**config.mk**
```make
export PLATFORM = sky130hd
export DESIGN_NAME = amba_axi4_txn_monitor
export DESIGN_NICKNAME = d
export VERILOG_FILES = /design/src/rtl/amba_axi4_txn_monitor.sv
export SDC_FILE = /design/constraint.sdc
export NUM_CORES = 1
export LEC_CHECK = 0
export BUFFER_PORTS_ARGS = -buffer_cell sky130_fd_sc_hd__buf_2
export CAP_MARGIN = 0
export CORE_AREA = 2 2 150 152
export CTS_CLUSTER_DIAMETER = 80
export DETAILED_ROUTE_END_ITERATION = 8
export DIE_AREA = 0 0 152 154
export PLACE_DENSITY = 0.86
export REMOVE_ABC_BUFFERS = 1
export SLEW_MARGIN = 20
export SYNTH_ARGS = -nofsm -noshare
export SYNTH_HDL_FRONTEND = slang
export SYNTH_SLANG_ARGS = --single-unit
```
**constraint.sdc**
```tcl
create_clock -name ACLK -period 6.48 [get_ports ACLK]
set_input_delay 0.324 -clock ACLK [delete_from_list [all_inputs] [get_ports ACLK]]
set_output_delay 0.324 -clock ACLK [all_outputs]
set_load 0.02 [all_outputs]
```
**src/rtl/amba_axi4_txn_monitor.sv**
```systemverilog
// Passive AXI4 transaction monitor: tracks write bursts, per-ID reads and outstanding
// counts, and latches sticky protocol-violation flags for sim, formal and silicon debug.
module amba_axi4_txn_monitor #(
    parameter int ADDRESS_WIDTH   = 32,
    parameter int ID_WIDTH        = 4,
    parameter int MAX_OUTSTANDING = 8,
    parameter int MAXWAIT         = 16,
    localparam int CW             = $clog2(MAX_OUTSTANDING + 1)
) (
    input  logic                     ACLK,
    input  logic                     ARESETn,
    input  logic                     ERR_CLR,
    input  logic                     AWVALID,
    input  logic                     AWREADY,
    input  logic [ADDRESS_WIDTH-1:0] AWADDR,
    input  logic [ID_WIDTH-1:0]      AWID,
    input  logic [7:0]               AWLEN,
    input  logic                     WVALID,
    input  logic                     WREADY,
    input  logic                     WLAST,
    input  logic                     BVALID,
    input  logic                     BREADY,
    input  logic [ID_WIDTH-1:0]      BID,
    input  logic [1:0]               BRESP,
    input  logic                     ARVALID,
    input  logic                     ARREADY,
    input  logic [ADDRESS_WIDTH-1:0] ARADDR,
    input  logic [ID_WIDTH-1:0]      ARID,
    input  logic [7:0]               ARLEN,
    input  logic                     RVALID,
    input  logic                     RREADY,
    input  logic                     RLAST,
    input  logic [ID_WIDTH-1:0]      RID,
    output logic [9:0]               ERR,
    output logic                     ERR_ANY,
    output logic [CW-1:0]            AW_PENDING,
    output logic [CW-1:0]            B_PENDING,
    output logic [CW-1:0]            AR_PENDING
);

    localparam int NUM_IDS = 2 ** ID_WIDTH;
    localparam int PW      = $clog2(MAX_OUTSTANDING);
    localparam int TW      = $clog2(MAXWAIT + 1);
    localparam int NCH     = 5;

    localparam logic [CW-1:0] MAX_CNT    = CW'(MAX_OUTSTANDING);
    localparam logic [TW-1:0] WAIT_LIMIT = TW'(MAXWAIT);
    localparam logic [TW-1:0] WAIT_PRE   = TW'(MAXWAIT - 1);

    localparam int E_AW_STABLE     = 0;
    localparam int E_AR_STABLE     = 1;
    localparam int E_WLAST_EARLY   = 2;
    localparam int E_WLAST_MISSING = 3;
    localparam int E_W_NO_AW       = 4;
    localparam int E_B_NO_TXN      = 5;
    localparam int E_R_NO_TXN      = 6;
    localparam int E_OVF           = 7;
    localparam int E_TIMEOUT       = 8;
    localparam int E_RESET_VALID   = 9;

    logic [7:0]               lenMem_q [MAX_OUTSTANDING];
    logic [PW-1:0]            wrPtr_q, wrPtr_d, rdPtr_q, rdPtr_d;
    logic [CW-1:0]            fifoCount_q, fifoCount_d;
    logic [8:0]               beatCount_q, beatCount_d;
    logic [CW-1:0]            bPending_q, bPending_d;
    logic [CW-1:0]            arPending_q, arPending_d;
    logic [CW-1:0]            idCount_q [NUM_IDS];
    logic [CW-1:0]            idCount_d [NUM_IDS];
    logic [TW-1:0]            stall_q [NCH];
    logic [TW-1:0]            stall_d [NCH];
    logic                     awStall_q, arStall_q;
    logic [ADDRESS_WIDTH-1:0] awAddr_q, arAddr_q;
    logic [ID_WIDTH-1:0]      awId_q, arId_q;
    logic [7:0]               awLen_q, arLen_q;
    logic                     firstEdge_q;
    logic [9:0]               err_q, err_d, errSet;
    logic                     errAny_q;

    logic awHs, wHs, bHs, arHs, rHs;
    logic fifoEmpty, fifoFull, awPush, wTracked, wFinal;
    logic arInc, rDec, bDec;
    logic [7:0] headLen;
    logic [NCH-1:0] chanValid, chanReady, timeoutHit;
    logic unusedBits;

    assign unusedBits = ^{BID, BRESP};

    assign chanValid = {RVALID, ARVALID, BVALID, WVALID, AWVALID};
    assign chanReady = {RREADY, ARREADY, BREADY, WREADY, AWREADY};

    // An empty FIFO with a same-cycle AW push lets the W beat see the incoming AWLEN.
    always_comb begin
        awHs      = AWVALID && AWREADY;
        wHs       = WVALID && WREADY;
        bHs       = BVALID && BREADY;
        arHs      = ARVALID && ARREADY;
        rHs       = RVALID && RREADY;
        fifoEmpty = (fifoCount_q == '0);
        fifoFull  = (fifoCount_q == MAX_CNT);
        awPush    = awHs && !fifoFull;
        wTracked  = wHs && (!fifoEmpty || awPush);
        headLen   = fifoEmpty ? AWLEN : lenMem_q[rdPtr_q];
        wFinal    = wTracked && (beatCount_q == {1'b0, headLen});
        arInc     = arHs && (arPending_q != MAX_CNT);
        rDec      = rHs && RLAST && (idCount_q[RID] != '0);
        bDec      = bHs && (bPending_q != '0);
    end

    always_comb begin
        wrPtr_d     = awPush ? wrPtr_q + PW'(1) : wrPtr_q;
        rdPtr_d     = wFinal ? rdPtr_q + PW'(1) : rdPtr_q;
        fifoCount_d = fifoCount_q;
        if (awPush && !wFinal) begin
            fifoCount_d = fifoCount_q + CW'(1);
        end else if (!awPush && wFinal) begin
            fifoCount_d = fifoCount_q - CW'(1);
        end

        beatCount_d = beatCount_q;
        if (wFinal) begin
            beatCount_d = '0;
        end else if (wTracked) begin
            beatCount_d = beatCount_q + 9'd1;
        end

        // B_PENDING has no architectural bound, so it saturates rather than wraps.
        bPending_d = bPending_q;
        if (wFinal && !bDec) begin
            if (bPending_q != '1) begin
                bPending_d = bPending_q + CW'(1);
            end
        end else if (!wFinal && bDec) begin
            bPending_d = bPending_q - CW'(1);
        end

        arPending_d = arPending_q;
        if (arInc && !rDec) begin
            arPending_d = arPending_q + CW'(1);
        end else if (!arInc && rDec) begin
            arPending_d = arPending_q - CW'(1);
        end

        for (int i = 0; i < NUM_IDS; i++) begin
            idCount_d[i] = idCount_q[i];
            if (arInc && (ARID == ID_WIDTH'(i)) && !(rDec && (RID == ID_WIDTH'(i)))) begin
                idCount_d[i] = idCount_q[i] + CW'(1);
            end else if (!(arInc && (ARID == ID_WIDTH'(i))) && rDec && (RID == ID_WIDTH'(i))) begin
                idCount_d[i] = idCount_q[i] - CW'(1);
            end
        end

        for (int c = 0; c < NCH; c++) begin
            stall_d[c]    = '0;
            timeoutHit[c] = 1'b0;
            if (chanValid[c] && !chanReady[c]) begin
                timeoutHit[c] = (stall_q[c] == WAIT_PRE);
                stall_d[c]    = (stall_q[c] == WAIT_LIMIT) ? stall_q[c] : stall_q[c] + TW'(1);
            end
        end
    end

    always_comb begin
        errSet                  = '0;
        errSet[E_AW_STABLE]     = awStall_q && (!AWVALID || (AWADDR != awAddr_q) ||
                                                (AWID != awId_q) || (AWLEN != awLen_q));
        errSet[E_AR_STABLE]     = arStall_q && (!ARVALID || (ARADDR != arAddr_q) ||
                                                (ARID != arId_q) || (ARLEN != arLen_q));
        errSet[E_WLAST_EARLY]   = wTracked && !wFinal && WLAST;
        errSet[E_WLAST_MISSING] = wFinal && !WLAST;
        errSet[E_W_NO_AW]       = wHs && !wTracked;
        errSet[E_B_NO_TXN]      = bHs && (bPending_q == '0);
        errSet[E_R_NO_TXN]      = rHs && (idCount_q[RID] == '0);
        errSet[E_OVF]           = (awHs && fifoFull) || (arHs && (arPending_q == MAX_CNT));
        errSet[E_TIMEOUT]       = |timeoutHit;
        errSet[E_RESET_VALID]   = firstEdge_q && (|chanValid);
        err_d                   = (ERR_CLR ? 10'd0 : err_q) | errSet;
    end

    always_ff @(posedge ACLK) begin
        if (awPush) begin
            lenMem_q[wrPtr_q] <= AWLEN;
        end
    end

    always_ff @(posedge ACLK or negedge ARESETn) begin
        if (!ARESETn) begin
            wrPtr_q     <= '0;
            rdPtr_q     <= '0;
            fifoCount_q <= '0;
            beatCount_q <= '0;
            bPending_q  <= '0;
            arPending_q <= '0;
            for (int i = 0; i < NUM_IDS; i++) begin
                idCount_q[i] <= '0;
            end
            for (int c = 0; c < NCH; c++) begin
                stall_q[c] <= '0;
            end
            awStall_q   <= 1'b0;
            arStall_q   <= 1'b0;
            awAddr_q    <= '0;
            arAddr_q    <= '0;
            awId_q      <= '0;
            arId_q      <= '0;
            awLen_q     <= '0;
            arLen_q     <= '0;
            firstEdge_q <= 1'b1;
            err_q       <= '0;
            errAny_q    <= 1'b0;
        end else begin
            wrPtr_q     <= wrPtr_d;
            rdPtr_q     <= rdPtr_d;
            fifoCount_q <= fifoCount_d;
            beatCount_q <= beatCount_d;
            bPending_q  <= bPending_d;
            arPending_q <= arPending_d;
            for (int i = 0; i < NUM_IDS; i++) begin
                idCount_q[i] <= idCount_d[i];
            end
            for (int c = 0; c < NCH; c++) begin
                stall_q[c] <= stall_d[c];
            end
            awStall_q   <= AWVALID && !AWREADY;
            arStall_q   <= ARVALID && !ARREADY;
            awAddr_q    <= AWADDR;
            arAddr_q    <= ARADDR;
            awId_q      <= AWID;
            arId_q      <= ARID;
            awLen_q     <= AWLEN;
            arLen_q     <= ARLEN;
            firstEdge_q <= 1'b0;
            err_q       <= err_d;
            errAny_q    <= |err_q;
        end
    end

    assign ERR        = err_q;
    assign ERR_ANY    = errAny_q;
    assign AW_PENDING = fifoCount_q;
    assign B_PENDING  = bPending_q;
    assign AR_PENDING = arPending_q;

endmodule

```
# After elaboration in Yosys (flattened, before gate mapping)

Memories as Yosys holds them, arrays and structs flattened.
Cells that the tools add are included.

Output and inout bits: 23
Memory bits (writable): 64
Logic and storage cells: 409
Memories kept: 1
Bits in registers: 218

Memory list:

| name     | depth | width | rd ports | clocked after memory_dff | write ports | RTL line | RTL |
|---|---|---|---|---|---|---|---|
| lenMem_q | 8     | 8     | 1        | 0                        | 1           | 61       | `logic [7:0] lenMem_q [MAX_OUTSTANDING];` |

Eq/ne operators: 57
Add/sub/neg operators: 46
$lt $le $gt $ge: 1
Bitwise gates (word level): 2
Reductions and logical operators: 201
Multiplexer cells: 63

Operators with widths:

| cell                  | count |
|---|---|
| $mux W4               | 41 |
| $logic_and A1 B1 Y1   | 114 |
| $add A4 B1 Y4 const B | 19 |
| $sub A4 B1 Y4 const B | 19 |
| $eq A4 B4 Y1 const B  | 18 |
| $ne A32 B32 Y1        | 2 |
| $mux W5               | 10 |
| $logic_not A1 Y1      | 48 |
| $reduce_bool A2 Y1    | 20 |
| $eq A4 B3 Y1 const B  | 8 |
| $add A5 B1 Y5 const B | 5 |
| $eq A5 B4 Y1 const B  | 5 |
| $eq A5 B5 Y1 const B  | 5 |
| $logic_not A4 Y1      | 5 |
| $mux W9               | 2 |
| $bmux W4 S4           | 1 |
| $eq A4 B2 Y1 const B  | 4 |
| $ne A8 B8 Y1          | 2 |
| $mux W10              | 1 |
| $ne A2 B2 Y1 const B  | 5 |
| $or A10 B10 Y10       | 1 |
| $reduce_or A10 Y1     | 1 |
| $reduce_or A5 Y1      | 2 |
| $add A9 B1 Y9 const B | 1 |
| 13 further kinds      | 31 |

# Depth between registers and ports, before layout

Depth in word-level cells: 10
Gate-level depth with buffers: 17

# Worst setup path after synthesis

OpenSTA, ideal clock, no wires.

Path type: reg-to-reg
From: register rdPtr_q[2]
To: register bPending_q[3], in the netlist B_PENDING[3]
Library setup time: 79 ps
Cell stages (with the launch flop): 17
Data required time: 6401 ps
Slack: 2548 ps
Period minus slack after synthesis: 3932 ps
Path buffers: 3
Arrival time: 3852 ps
Cells stage by stage: dfrtp_1 clkbuf_1 buf_2 mux4_2 mux2i_1 xor2_1 nand4_1 a2111oi_2 nand4b_1 buf_2 or2_2 ha_1 a21o_1 a21oi_1 nand2_1 mux2_1 mux2i_1

Word-level cells in the longest chain between the ends: 8

RTL lines:

| element                      | RTL line | RTL |
|---|---|---|
| from (decl)                  | 62       | `logic [PW-1:0] wrPtr_q, wrPtr_d, rdPtr_q, rdPtr_d;` |
| from (signal assigned)       | 212      | `rdPtr_q <= rdPtr_d;` |
| $mem_v2 Z8 W8 *              | n/a      |  |
| $mux W8 *                    | 102      | `headLen = fifoEmpty ? AWLEN : lenMem_q[rdPtr_q];` |
| $eq A9 B8 Y1 *               | 103      | `wFinal = wTracked && (beatCount_q == {1'b0, headLen});` |
| $logic_and A1 B1 Y1 *        | 103      |  |
| $logic_not A1 Y1             | 132      | `end else if (!wFinal && bDec) begin` |
| $logic_and A1 B1 Y1          | 132      |  |
| $reduce_bool A2 Y1 (no line) | n/a      |  |
| $reduce_and A2 Y1 (no line)  | n/a      |  |
| to (signal assigned)         | 215      | `bPending_q <= bPending_d;` |
| to (decl)                    | 65       | `logic [CW-1:0] bPending_q, bPending_d;` |

Mark *: on every way between the ends. The rest lies on a longest branch, timed or not.
A chain may end at the register's enable or synchronous reset.

# Worst setup path after layout

From: register rdPtr_q[1]
To: register bPending_q[3], in the netlist B_PENDING[3]

The elaborated chain is that of the path after synthesis.

==> out/results.tsv <==
stage	metric	value	unit
status	status	finished, final reports clean	
cts	deepest clock path buffer count	3	
timing	relative slew slack	0.341	
place	# port buffers	129	
hold_path	Hold Startpoint	AWLEN[4]	
layout	FILL cells	1242	
grt	largest net degree at the start of global routing	141	
cts	H-tree depth	1	
worst_setup_path	worst path cell trace	mux4_2 > mux2i_1 > xor2_1 > nand4_1 > a2111oi_2 > nand4b_1 > or2_2 > ha_1 > a21o_1 > a21oi_1 > nand2_1 > mux2_1 > mux2i_1	
yosys	count leader, synth	dfrtp_1	
hold_path	worst hold path class	in -> reg	
yosys	post-synthesis instance total	1089	
yosys	Post-Synth Simple-Gate Area	0.106	
place	post-DP HPWL	20.2	mm
yosys	Synth top cells by count	217 x dfrtp_1, 93 x xor2_1, 72 x xnor2_1	
worst_setup_path	Req. time, crit path	6.96	ns
cts	clk slew on worst S/H paths	0.07	ns
worst_setup_path	CP Capture Type	flip-flop	
worst_setup_path	R2R depth	13	
worst_setup_path	Worst EP arrival	5.30	ns
yosys	adder-cell share of the synthesized area	0.0801	
timing	Max Slew Vio Count	0	
yosys	xor and xnor area share after synthesis	0.106	
yosys	register area share after synthesis	0.535	
yosys	post-synth top area share	0.393	
yosys	Yosys cell types	70	
drt	DRC violations left	0	
layout	share of cells above drive strength 1	0.193	
worst_setup_path	worst r2r src	rdPtr_q[1]	
yosys	register bit total from synthesis	282	
layout	post-layout instance area	16500	um2
grt	grt ovf	0	
grt	vias in the first global route	10400	
pwr	Peak VDD IR	0.276	mV
yosys	mux contribution to synthesized area	0.0855	
timing	period utilization	0.745	
yosys	Synth area leaders	dfrtp_1 39%, edfxtp_1 14%, xor2_1 5.9%, ha_1 5.3%, xnor2_1 4.6%	
die	Die Wd	152	um
worst_setup_path	Crit Path Class	reg -> reg	
yosys	largest family of logic cells by synthesized area	simple AND/OR/NAND/NOR gates	
flow_run	Max-Cap Viols	0	
place	GPL Wtd Cong	0.872	
worst_setup_path	reg2reg end	B_PENDING[3]	
layout	fin nets	1507	
pwr	Leakage Power	7.11	nW
die	Die Y	154	um
pwr	pwr/cell area	347	nW/um2
worst_setup_path	CP dominant cell by count	mux2i_1	
timing	final setup fails	0	
hold_path	hold path depth	1	
yosys	YS warnings	0	
grt	GRT Total Usage	0.294	
yosys	Synth area leader	dfrtp_1	
die	die area	23400	um2
die	core outline area	21700	um2
drt	Vias	9767	
die	Initial Util	0.636	
worst_setup_path	CP peak stage delay	0.99	ns
timing	Max Freq	207	MHz
timing	Clock Skew	0.0133	ns
drt	vias per inst	6.02	
drt	Routed Antenna Nets	0	
timing	Period minus WS final	4.83	ns
drt	WL/cell	21.1	um
layout	Layout area overhead	19.7	%
worst_setup_path	Worst Setup Start Kind	flip-flop	
timing	Worst-Margin Slew	0.985	ns
cts	TritonCTS clock tree	yes	
timing	RSZ-0062 raised after global routing	no	
cts	Root Driver	clkbuf_16	
cts	Worst-Skew Late Latency	0.55	ns
yosys	Top FF cell, synth	dfrtp_1	
timing	Final Hold Vio Count	0	
yosys	EDFF count, synth	64	
drt	Detailed Route WL	34.2	mm
grt	global-route wire length before repair	54.8	mm
timing	Final TNS setup	0	ns
cts	Num CTS Buffers	29	
hold_path	Worst Hold End	awLen_q[4]	
worst_setup_path	largest fanout on the critical path	20	
yosys	synthesized cell area	13800	um2
worst_setup_path	reg2reg setup slack	1.65	ns
worst_setup_path	critical path's slowest cell	dfrtp_1	
drt	Iter 0 DRT Violations	737	
drt	total iterations of the first detailed-routing run	5	
die	row cnt	54	
place	placed inst area	14700	um2
cts	CTS Sinks	282	
layout	Reg area	7380	um2
yosys	syn_area_per_cell	12.7	um2
yosys	Async SR Flop Fraction	0.773	
yosys	complex-gate fraction of the synthesized area	0.0639	
grt	initial antenna violation count	2	
die	I/O pin count	136	
layout	area occupied by multi-input gates	6100	um2
metrics by stage:
stage               setup WS, ns  cells  hold WS (ns)  utilization  power [W]
floorplan                   2.10   1067        0.0284            -    0.00354
global route                1.35   1622      -0.00273        0.762    0.00604
CTS                         1.62   1617      0.000290        0.759    0.00565
detailed placement          1.64   1481         0.446        0.680    0.00401
global placement            1.82   1481         0.446        0.680    0.00388
finish                      1.65   1622        0.0103        0.762    0.00573
worst max-delay path, delay by kind of cell (launching register included):
family,cells,cell delay (ns)
adder cells (fa/ha/maj),1,0.28
XOR/XNOR,1,0.18
AND/OR/NAND/NOR,4,1.19
AO/OA/AOI/OAI,3,0.84
multiplexers,4,1.26
flip-flops,1,0.99
layout by cell type (no fill, tap or decap), drive strengths merged, types with 16 or more instances in the layout:
master / count
fa: 19
nor4: 31
a21oi: 29
mux2i: 38
ha: 58
inv: 62
nand3: 25
nand4: 24
xnor2: 73
dfrtp: 217
buf: 136
dlygate4sd3: 83
nor3: 24
edfxtp: 64
o21ai: 16
clkbuf: 31
a21o: 20
xor2: 93
nor2: 52
nand2: 43
mux2: 41
area by class of cell:
class                   instances  share of cell area
well taps                     280              0.0212
diodes                          2            0.000303
flip-flops and latches        282               0.446
clock inverters                23              0.0104
multi-input cells             727               0.369
clock buffers                  31              0.0444
repair buffers                219              0.0951
inverters                      58              0.0133
how the worst max path moves through the flow:
stage	from	endpoint	slack (ns)	cells after the start
2_1_floorplan	rdPtr_q[0]	B_PENDING[3]	2.10	13
3_3_place_gp	rdPtr_q[1]	B_PENDING[3]	1.82	13
3_5_place_dp	rdPtr_q[1]	B_PENDING[3]	1.64	13
4_1_cts	rdPtr_q[1]	B_PENDING[3]	1.62	13
5_1_grt	rdPtr_q[1]	B_PENDING[3]	1.35	13
6_report	rdPtr_q[1]	B_PENDING[3]	1.65	13
timing repair:
item                      in CTS  in global routing
buffers inserted               0                  0
hold buffers                  82                  1
gates resized for setup        0                  0
hold endpoints to repair     220                  1
report_power, final:
group / leakage, nW / internal, W / switching, W
Clock: 0.439 / 0.000870 / 0.000745
Combinational: 3.43 / 0.000788 / 0.000783
Sequential: 3.25 / 0.00214 / 0.000403
Total: 7.11 / 0.00380 / 0.00193
per-layer routing:
layer | track usage | wire length (um)
met5 | 0 | 0
met2 | 0.527 | 17900
met1 | 0.348 | 12500
met4 | 0.137 | 1600
met3 | 0.0490 | 2150
kinds of logic (layout without fill, tap and decap cells):
group / Yosys count / count (layout)
AO/OA/AOI/OAI: 120 / 120
XOR/XNOR: 166 / 166
adder cells (fa/ha/maj): 77 / 77
buffers and inverters: 80 / 331
flip-flops: 282 / 282
multiplexers: 94 / 94
other: 1 / 3
AND/OR/NAND/NOR: 269 / 269
registers in the layout, summed over array words and instances, names as in the netlist, 4 cells and up:
name	cells
AW_PENDING	4
arAddr_q	32
awAddr_q	32
idCount_q	64
stall_q	25
arId_q	4
beatCount_q	9
AR_PENDING	4
awId_q	4
ERR	10
B_PENDING	4
awLen_q	8
arLen_q	8
lenMem_q	64
(Power assumes the default switching activity.)
